## src/rtl/pool_pkg.sv

```systemverilog
// Shared definitions for the 2x2 max-pool sequencer: state encoding,
// default widths and map-geometry helper functions.
package pool_pkg;

  localparam int unsigned DEF_N  = 3;
  localparam int unsigned DEF_DW = 16;
  localparam int unsigned DEF_AW = 8;

  localparam int unsigned ST_W = 3;

  // Sequencer state enumeration
  localparam logic [ST_W-1:0] ST_IDLE  = 3'd0;
  localparam logic [ST_W-1:0] ST_LOAD  = 3'd1;
  localparam logic [ST_W-1:0] ST_SETUP = 3'd2;
  localparam logic [ST_W-1:0] ST_POOL  = 3'd3;
  localparam logic [ST_W-1:0] ST_FIN   = 3'd4;

  // Input map side for a pooled side of n
  function automatic int unsigned map_size(input int unsigned n);
    return 2 * n;
  endfunction

  function automatic int unsigned load_beats(input int unsigned n);
    return 4 * n * n;
  endfunction

  function automatic int unsigned out_beats(input int unsigned n);
    return n * n;
  endfunction

  // Counter width able to hold 0..n-1, never narrower than one bit
  function automatic int unsigned cnt_w(input int unsigned n);
    return (n < 2) ? 1 : $clog2(n);
  endfunction

endpackage

```

## src/rtl/pool_seq_cnt.sv

```systemverilog
// Up-counter with synchronous clear, count enable and terminal-count flag.
module pool_seq_cnt #(
  parameter int unsigned W    = 4,
  parameter int unsigned LAST = 0
) (
  input  logic         clk,
  input  logic         reset_n,
  input  logic         clr,
  input  logic         en,
  output logic [W-1:0] cnt,
  output logic         tc_c
);

  always_ff @(posedge clk or negedge reset_n) begin
    if (!reset_n) begin
      cnt <= '0;
    end else if (clr) begin
      cnt <= '0;
    end else if (en) begin
      cnt <= cnt + W'(1);
    end
  end

  assign tc_c = (cnt == W'(LAST));

endmodule

```

## src/rtl/pool_seq.sv

```systemverilog
// Frame sequencer for the 2x2 max-pool engine: loads a 2N x 2N map, then
// streams N x N pooled results to the output buffer. Optional cycle counter
// under POOL_SEQ_CYCLE_CNT_EN.
module pool_seq
  import pool_pkg::*;
#(
  parameter int unsigned N         = DEF_N,
  parameter int unsigned DW        = DEF_DW,
  parameter int unsigned AW        = DEF_AW,
  parameter int unsigned BASE_ADDR = 0
) (
  input  logic          clk,
  input  logic          reset_n,
  input  logic          start,
  input  logic          abort,
  input  logic          conv_valid,
  input  logic [DW-1:0] conv_data,
  output logic          conv_ready,
  output logic          ld_en,
  output logic [DW-1:0] ld_data,
  output logic          pool_en,
  input  logic [DW-1:0] pool_data,
  output logic          wr_en,
  output logic [AW-1:0] wr_addr,
  output logic [DW-1:0] wr_data,
  output logic          busy,
  output logic          done
`ifdef POOL_SEQ_CYCLE_CNT_EN
  ,
  output logic [31:0]   cycle_cnt
`endif
);

  localparam int unsigned LD_BEATS = load_beats(N);
  localparam int unsigned OUT_N    = out_beats(N);
  localparam int unsigned LD_W     = cnt_w(LD_BEATS);
  localparam int unsigned OUT_W    = cnt_w(OUT_N);

  logic [ST_W-1:0]  state;
  logic [ST_W-1:0]  state_nxt;
  logic             beat_c;
  logic             ld_clr_c;
  logic             ld_tc_c;
  logic             out_clr_c;
  logic             out_en_c;
  logic             out_tc_c;
  logic [LD_W-1:0]  unused_ld_cnt;
  logic [OUT_W-1:0] out_cnt;

  logic             conv_ready_nxt;
  logic             pool_en_nxt;
  logic             wr_en_nxt;
  logic             busy_nxt;
  logic             done_nxt;
  logic [AW-1:0]    wr_addr_nxt;

  // Load handshake and engine/buffer data paths are pure passthroughs
  assign beat_c  = conv_valid & conv_ready;
  assign ld_en   = beat_c;
  assign ld_data = conv_data;
  assign wr_data = pool_data;

  assign ld_clr_c  = (state != ST_LOAD) | abort;
  assign out_clr_c = (state != ST_POOL) | abort;
  assign out_en_c  = (state == ST_POOL);

  // The load count only feeds its terminal flag
  pool_seq_cnt #(
    .W    (LD_W),
    .LAST (LD_BEATS - 1)
  ) u_ld_cnt (
    .clk     (clk),
    .reset_n (reset_n),
    .clr     (ld_clr_c),
    .en      (beat_c),
    .cnt     (unused_ld_cnt),
    .tc_c    (ld_tc_c)
  );

  pool_seq_cnt #(
    .W    (OUT_W),
    .LAST (OUT_N - 1)
  ) u_out_cnt (
    .clk     (clk),
    .reset_n (reset_n),
    .clr     (out_clr_c),
    .en      (out_en_c),
    .cnt     (out_cnt),
    .tc_c    (out_tc_c)
  );

  // Next state and next registered outputs; abort overrides everything
  always_comb begin
    state_nxt      = state;
    conv_ready_nxt = 1'b0;
    pool_en_nxt    = 1'b0;
    wr_en_nxt      = 1'b0;
    busy_nxt       = 1'b0;
    done_nxt       = 1'b0;
    wr_addr_nxt    = AW'(BASE_ADDR);

    if (abort) begin
      state_nxt = ST_IDLE;
    end else begin
      case (state)
        ST_IDLE:  if (start) state_nxt = ST_LOAD;
        ST_LOAD:  if (beat_c && ld_tc_c) state_nxt = ST_SETUP;
        ST_SETUP: state_nxt = ST_POOL;
        ST_POOL:  if (out_tc_c) state_nxt = ST_FIN;
        ST_FIN:   state_nxt = ST_IDLE;
        default:  state_nxt = ST_IDLE;
      endcase
    end

    conv_ready_nxt = (state_nxt == ST_LOAD);
    pool_en_nxt    = (state_nxt == ST_SETUP) || (state_nxt == ST_POOL);
    wr_en_nxt      = (state_nxt == ST_POOL);
    busy_nxt       = (state_nxt != ST_IDLE);
    done_nxt       = (state_nxt == ST_FIN);

    // Address for the coming write: BASE_ADDR + out_cnt of that cycle
    if (state_nxt == ST_POOL) begin
      wr_addr_nxt = AW'(BASE_ADDR) + AW'(out_cnt)
                  + ((state == ST_POOL) ? AW'(1) : AW'(0));
    end
  end

  always_ff @(posedge clk or negedge reset_n) begin
    if (!reset_n) begin
      state      <= ST_IDLE;
      conv_ready <= 1'b0;
      pool_en    <= 1'b0;
      wr_en      <= 1'b0;
      busy       <= 1'b0;
      done       <= 1'b0;
      wr_addr    <= AW'(BASE_ADDR);
    end else begin
      state      <= state_nxt;
      conv_ready <= conv_ready_nxt;
      pool_en    <= pool_en_nxt;
      wr_en      <= wr_en_nxt;
      busy       <= busy_nxt;
      done       <= done_nxt;
      wr_addr    <= wr_addr_nxt;
    end
  end

`ifdef POOL_SEQ_CYCLE_CNT_EN
  // Frame cycle counter: cleared by an accepted start, saturating, frozen by abort
  always_ff @(posedge clk or negedge reset_n) begin
    if (!reset_n) begin
      cycle_cnt <= 32'd0;
    end else if (abort) begin
      cycle_cnt <= cycle_cnt;
    end else if ((state == ST_IDLE) && start) begin
      cycle_cnt <= 32'd0;
    end else if ((state != ST_IDLE) && (cycle_cnt != 32'hFFFF_FFFF)) begin
      cycle_cnt <= cycle_cnt + 32'd1;
    end
  end
`endif

endmodule

```

## config.mk

```make
export PLATFORM = sky130hd
export DESIGN_NAME = pool_seq
export DESIGN_NICKNAME = d
export VERILOG_FILES = /design/src/rtl/pool_pkg.sv /design/src/rtl/pool_seq_cnt.sv /design/src/rtl/pool_seq.sv
export SDC_FILE = /design/constraint.sdc
export NUM_CORES = 1
export LEC_CHECK = 0
export CAP_MARGIN = 30
export CORE_AREA = 3 3 64 66
export DETAILED_ROUTE_END_ITERATION = 8
export DIE_AREA = 0 0 67 69
export PLACE_DENSITY = 0.78
export SYNTH_ARGS = -nofsm -noshare
export SYNTH_HDL_FRONTEND = slang
export SYNTH_SLANG_ARGS = --single-unit
```

## constraint.sdc

```tcl
create_clock -name clk -period 1.5 [get_ports clk]
set_input_delay 0.45 -clock clk [delete_from_list [all_inputs] [get_ports clk]]
set_output_delay 0.45 -clock clk [all_outputs]
set_load 0.05 [all_outputs]
```

# Word level (Yosys, flattened, before mapping)
# Index checks and enable logic that the tools add are counted.
[op_classes]
add_sub_neg = 3
n_eq_ne = 11
n_mux = 11
bitwise = 3
reduce_logical = 6
[op_table]
columns = ["cell", "count"]
rows = [
  ["$eq A3 B2 Y1 const B", 4],
  ["$mux W3", 4],
  ["$mux W6", 2],
  ["$pmux W3 S4", 1],
  ["$mux W4", 2],
  ["$add A6 B1 Y6 const B", 1],
  ["$eq A3 B1 Y1 const B", 2],
  ["$eq A6 B6 Y1 const B", 1],
  ["$add A4 B1 Y5", 1],
  ["$mux W5", 1],
  ["$add A4 B1 Y4 const B", 1],
  ["$eq A4 B4 Y1 const B", 1],
  ["$reduce_bool A2 Y1", 2],
  ["$eq A3 B3 Y1 const B", 1],
  ["$logic_not A3 Y1", 1],
  ["$ne A3 B1 Y1 const B", 1],
  ["$ne A3 B2 Y1 const B", 1],
  ["$reduce_bool A3 Y1", 1],
  ["$or A1 B1 Y1", 2],
  ["$and A1 B1 Y1", 1],
  ["$logic_and A1 B1 Y1", 1],
  ["$logic_or A1 B1 Y1", 1],
  ["$mux W1", 1],
]
[word_totals]
reg_bits = 26
in_bits = 37
elab_cells = 43

# Depth between registers and ports, before layout
# Gate-level depths: netlist of the first run.
[depth]
word_depth = 7
ltp_mapped = 7
mapped_depth_nobuf = 6

# Modules after synthesis
# From an unflattened synthesis of the first run, not the netlist that was laid out.
[unflattened]
cells_unflattened = 130
hier_area_um2 = 1311.3
[by_module_without_submodules]
columns = ["module", "instances", "cells_each", "area_each_um2", "seq_area_each_um2"]
rows = [
  ["pool_seq", 1, 83, 808.3, 325.3],
  ["pool_seq_cnt (u_ld_cnt)", 1, 26, 282.8, 150.1],
  ["pool_seq_cnt (u_out_cnt)", 1, 21, 220.2, 100.1],
]

# Worst setup path before layout of the first run
# No wires, ideal clock.
[synth_timing]
kind = "register to output"
from = "reg conv_ready"
to = "out ld_en"
t_arrival_ns = 1.212
setup_slack_ns = -0.162
stages_incl_launch_ff = 3
path_cell_list = "dfrtp_1 -> nand2_1 -> inv_1"
[synth_between]
elab_chain_len = 1
[synth_lines]
columns = ["item", "line", "source"]
rows = [
  ["start: declaration", "pool_seq.sv:18", "output logic conv_ready,"],
  ["start signal: assignment", "pool_seq.sv:139", "conv_ready <= conv_ready_nxt;"],
  ["$and A1 B1 Y1", "pool_seq.sv:58", "assign beat_c = conv_valid & conv_ready;"],
  ["end: declaration", "pool_seq.sv:19", "output logic ld_en,"],
]
# Every way passes these cells.

# Worst setup path after layout of the first run
[layout_timing]
from = "in conv_valid"
to = "out ld_en"
[layout_between]
elab_chain_len = 1
[layout_lines]
columns = ["item", "line", "source"]
rows = [
  ["start: declaration", "pool_seq.sv:16", "input logic conv_valid,"],
  ["$and A1 B1 Y1", "pool_seq.sv:58", ""],
]
# Every way passes these cells.

==> results of run 1 <==
[cells in the mapped netlist (3+ instances only)]
| cell type | n |
|---|---|
| dfrtp_1 | 23 |
| xor2_1 | 4 |
| nor3_1 | 3 |
| nand3_1 | 10 |
| nand2_1 | 6 |
| nor2_1 | 11 |
| ha_1 | 5 |
| a21oi_1 | 5 |
| inv_1 | 7 |
| or3_1 | 3 |
| buf_4 | 35 |
| o21ai_0 | 4 |
[power groups by stage]
stage	clock (W)	combinational, W	sequential (W)
finish	0.000381	0.000118	0.000631
global route	0.000432	0.000126	0.000631
CTS	0.000400	0.000119	0.000631
detailed placement	0	0.000111	0.000646
global placement	0	0.000110	0.000645
floorplan	0	0.000272	0.000657
[critical path: stages]
cell	delay, ps
dlygate4sd2_1	260
nand2_1	110
inv_2	50
buf_12	140
[how the worst max path moves through the flow]
| stage | cells past startpoint | from | endpoint |
|---|---|---|---|
| 2_1_floorplan | 2 | conv_ready$_DFF_PN0_ | ld_en |
| 3_3_place_gp | 5 | conv_valid | state[0]$_DFF_PN0_ |
| 3_5_place_dp | 5 | conv_valid | state[0]$_DFF_PN0_ |
| 4_1_cts | 4 | conv_valid | ld_en |
| 5_1_grt | 4 | conv_valid | ld_en |
| 6_report | 4 | conv_valid | ld_en |
[cell type report]
| class | count | area, um2 | share of cell area |
|---|---|---|---|
| Clock buffer | 4 | 45.0 | 0.0311 |
| Sequential cell | 23 | 577 | 0.398 |
| Multi-Input combinational cell | 67 | 422 | 0.291 |
| Inverter | 7 | 26.3 | 0.0181 |
| Timing Repair Buffer | 23 | 319 | 0.220 |
| Tap cell | 48 | 60.1 | 0.0415 |
[per-layer routing]
| metal | vias up | part of all wire | GRT usage | wire length, um |
|---|---|---|---|---|
| met4 | 0 | 0.027 | 0.0676 | 55 |
| li1 | 375 | - | - | - |
| met2 | 16 | 0.48 | 0.146 | 978 |
| met3 | 6 | 0.073 | 0.0456 | 151 |
| met1 | 378 | 0.42 | 0.119 | 870 |
| met5 | - | 0 | 0 | 0 |
[cells by family after synthesis]
kind of cell,count (synthesis),share of synthesized area
flip-flops,23,0.447
buffers and inverters,44,0.231
other,1,0.00291
adder cells (fa/ha/maj),5,0.0486
AND/OR/NAND/NOR,41,0.172
AO/OA/AOI/OAI,12,0.0573
XOR/XNOR,6,0.0408
[registers in the layout, summed over array words and instances (netlist names)]
register / cells
busy: 1
wr_en: 1
pool_en: 1
wr_addr: 5
state: 3
u_out_cnt.cnt: 4
conv_ready: 1
done: 1
u_ld_cnt.cnt: 6
[repair_timing]
action / 4_1_cts / 5_1_grt
setup buffers: 2 / 0
gates resized for setup: 1 / 1
setup endpoints to repair: 2 / 1
[metrics by stage]
stage          utilization  worst slack (ps)
6_report             0.399              36.8
5_1_grt              0.399              7.67
4_1_cts              0.399              21.6
3_5_place_dp         0.383              -276
3_3_place_gp         0.383              -255
2_1_floorplan            -              28.1
==> results.toml, run 1 <==
[yosys]
synth-seq-cells = 23
synth.area.top_cells = "dfrtp_1 45%, buf_4 20%, ha_1 4.9%, nand3_1 3.9%, nor2_1 3.2%"
synth_top_cell_area_share = 0.447
syn-cell-area_um2 = 1290
async_reset_ff_frac = 1.00
syn_avg_cell_area_um2 = 9.75
synthCells = 132
ys_seq_area_frac = 0.447
synth_top_area_cell = "dfrtp_1"
synth_cell_types = 25
synth_edf_count = 0
ys.flop_type = "dfrtp_1"
yosysWarningCount = 0

[place]
placed_cells = 166
routabilityCongestion = 0.756
hpwl_um = 1540
io_buffers = 15
post_dp_cell_area_um2 = 1390

[power_and_ir_drop]
ir_worst_vdd_uv = 726
netSwitchingFraction = 0.237
p_leak_nw = 0.654
p_int_w = 0.000862
finalPower_w = 0.00113
p_clk_frac = 0.337
pwr_density_cell_nw_per_um2 = 779
p_comb_frac = 0.104
p_switching_w = 0.000267
pwr-share-seq = 0.559

[drt]
wirelength_um = 2060
post-route-drc-count = 0
wl_per_cell_um = 12.0
viasPerCell = 4.51
antenna_left = 0
vias = 775
drt_iter0_markers = 57
firstDrtPassIters = 4

[floorplanning]
die-width_um = 67
core_um2 = 3630
dieArea_um2 = 4620
die-height_um = 69
io_pins = 83
rows = 22
start_util = 0.354

[worst_setup_path]
crit_path_max_fanout = 3
r2r_start = "u_ld_cnt.cnt[0]$_DFFE_PN0P_"
end_kind = "output pin"
worstSetupStartpointType = "input pin"
arrival_ps = 1010
required_ps = 1050
path_class = "input pin to output pin"
rr_worst_depth = 4
rrSetupSlack_ps = 180
worstReg2RegEnd = "state[0]$_DFF_PN0_"

[sta]
slew_violations = 0
clock_skew_ps = 1.30
finalSetupViolCount = 0
whs_ps = 518
rsz0062_at_grt = "no"
clock.fmax_mhz = 683
final.setup.tns_ps = 0
finalHoldViolations = 0
fin_crit_ps = 1460
finalCritPeriodShare = 0.975

[cells_and_area]
area_delta_synth_final_pct = 12.5
fillers = 374
fin_cells = 172
layout_commonest_cell = "dfrtp_1"
diodes = 0
layout.nets = 167
drive_above_1_share = 0.242
stdcell_area_um2 = 1450
mostFrequentLayoutCells = "22 x dfrtp_1, 11 x nor2_1, 11 x buf_12"

[cts]
cts_tree = "yes"
cts_hold_buf = 0
ctsRootBufferMaster = "clkbuf_8"
clockBufferDepth = 2
clock_latency_ps = 260
cts_sinks = 23
numCtsBuffers = 3
htree_levels = 1
cts.reportedPaths.clkPinSlew_ps = 80

[hold_path]
hp-class = "register to register"
hold_depth = 1
hold-path-endpoint = "u_out_cnt.cnt[0]$_DFFE_PN0P_"
min_from = "u_out_cnt.cnt[0]$_DFFE_PN0P_"

[status]
outcome = "completed"

[global_routing]
grt_pass1_vias = 757
grt_first_pass_wirelength_um = 3510
grt_max_degree = 24
antenna_found_initial = 0
grt_use_total = 0.102
grt_overflow = 0

[flow_run]
cap_violations = 0
Note: power is estimated with default switching activity, not from simulation.
==> run 2: changes to the inputs <==
--- a/config.mk
+++ b/config.mk
@@ -5,7 +5,6 @@
 export SDC_FILE = /design/constraint.sdc
 export NUM_CORES = 1
 export LEC_CHECK = 0
-export CAP_MARGIN = 30
 export CORE_AREA = 3 3 64 66
 export DETAILED_ROUTE_END_ITERATION = 8
 export DIE_AREA = 0 0 67 69
@@ -13,3 +12,4 @@
 export SYNTH_ARGS = -nofsm -noshare
 export SYNTH_HDL_FRONTEND = slang
 export SYNTH_SLANG_ARGS = --single-unit
+export TNS_END_PERCENT = 100
==> results of run 2 <==
Same layout as run 1: the final DEF is identical, and so are final timing and power.
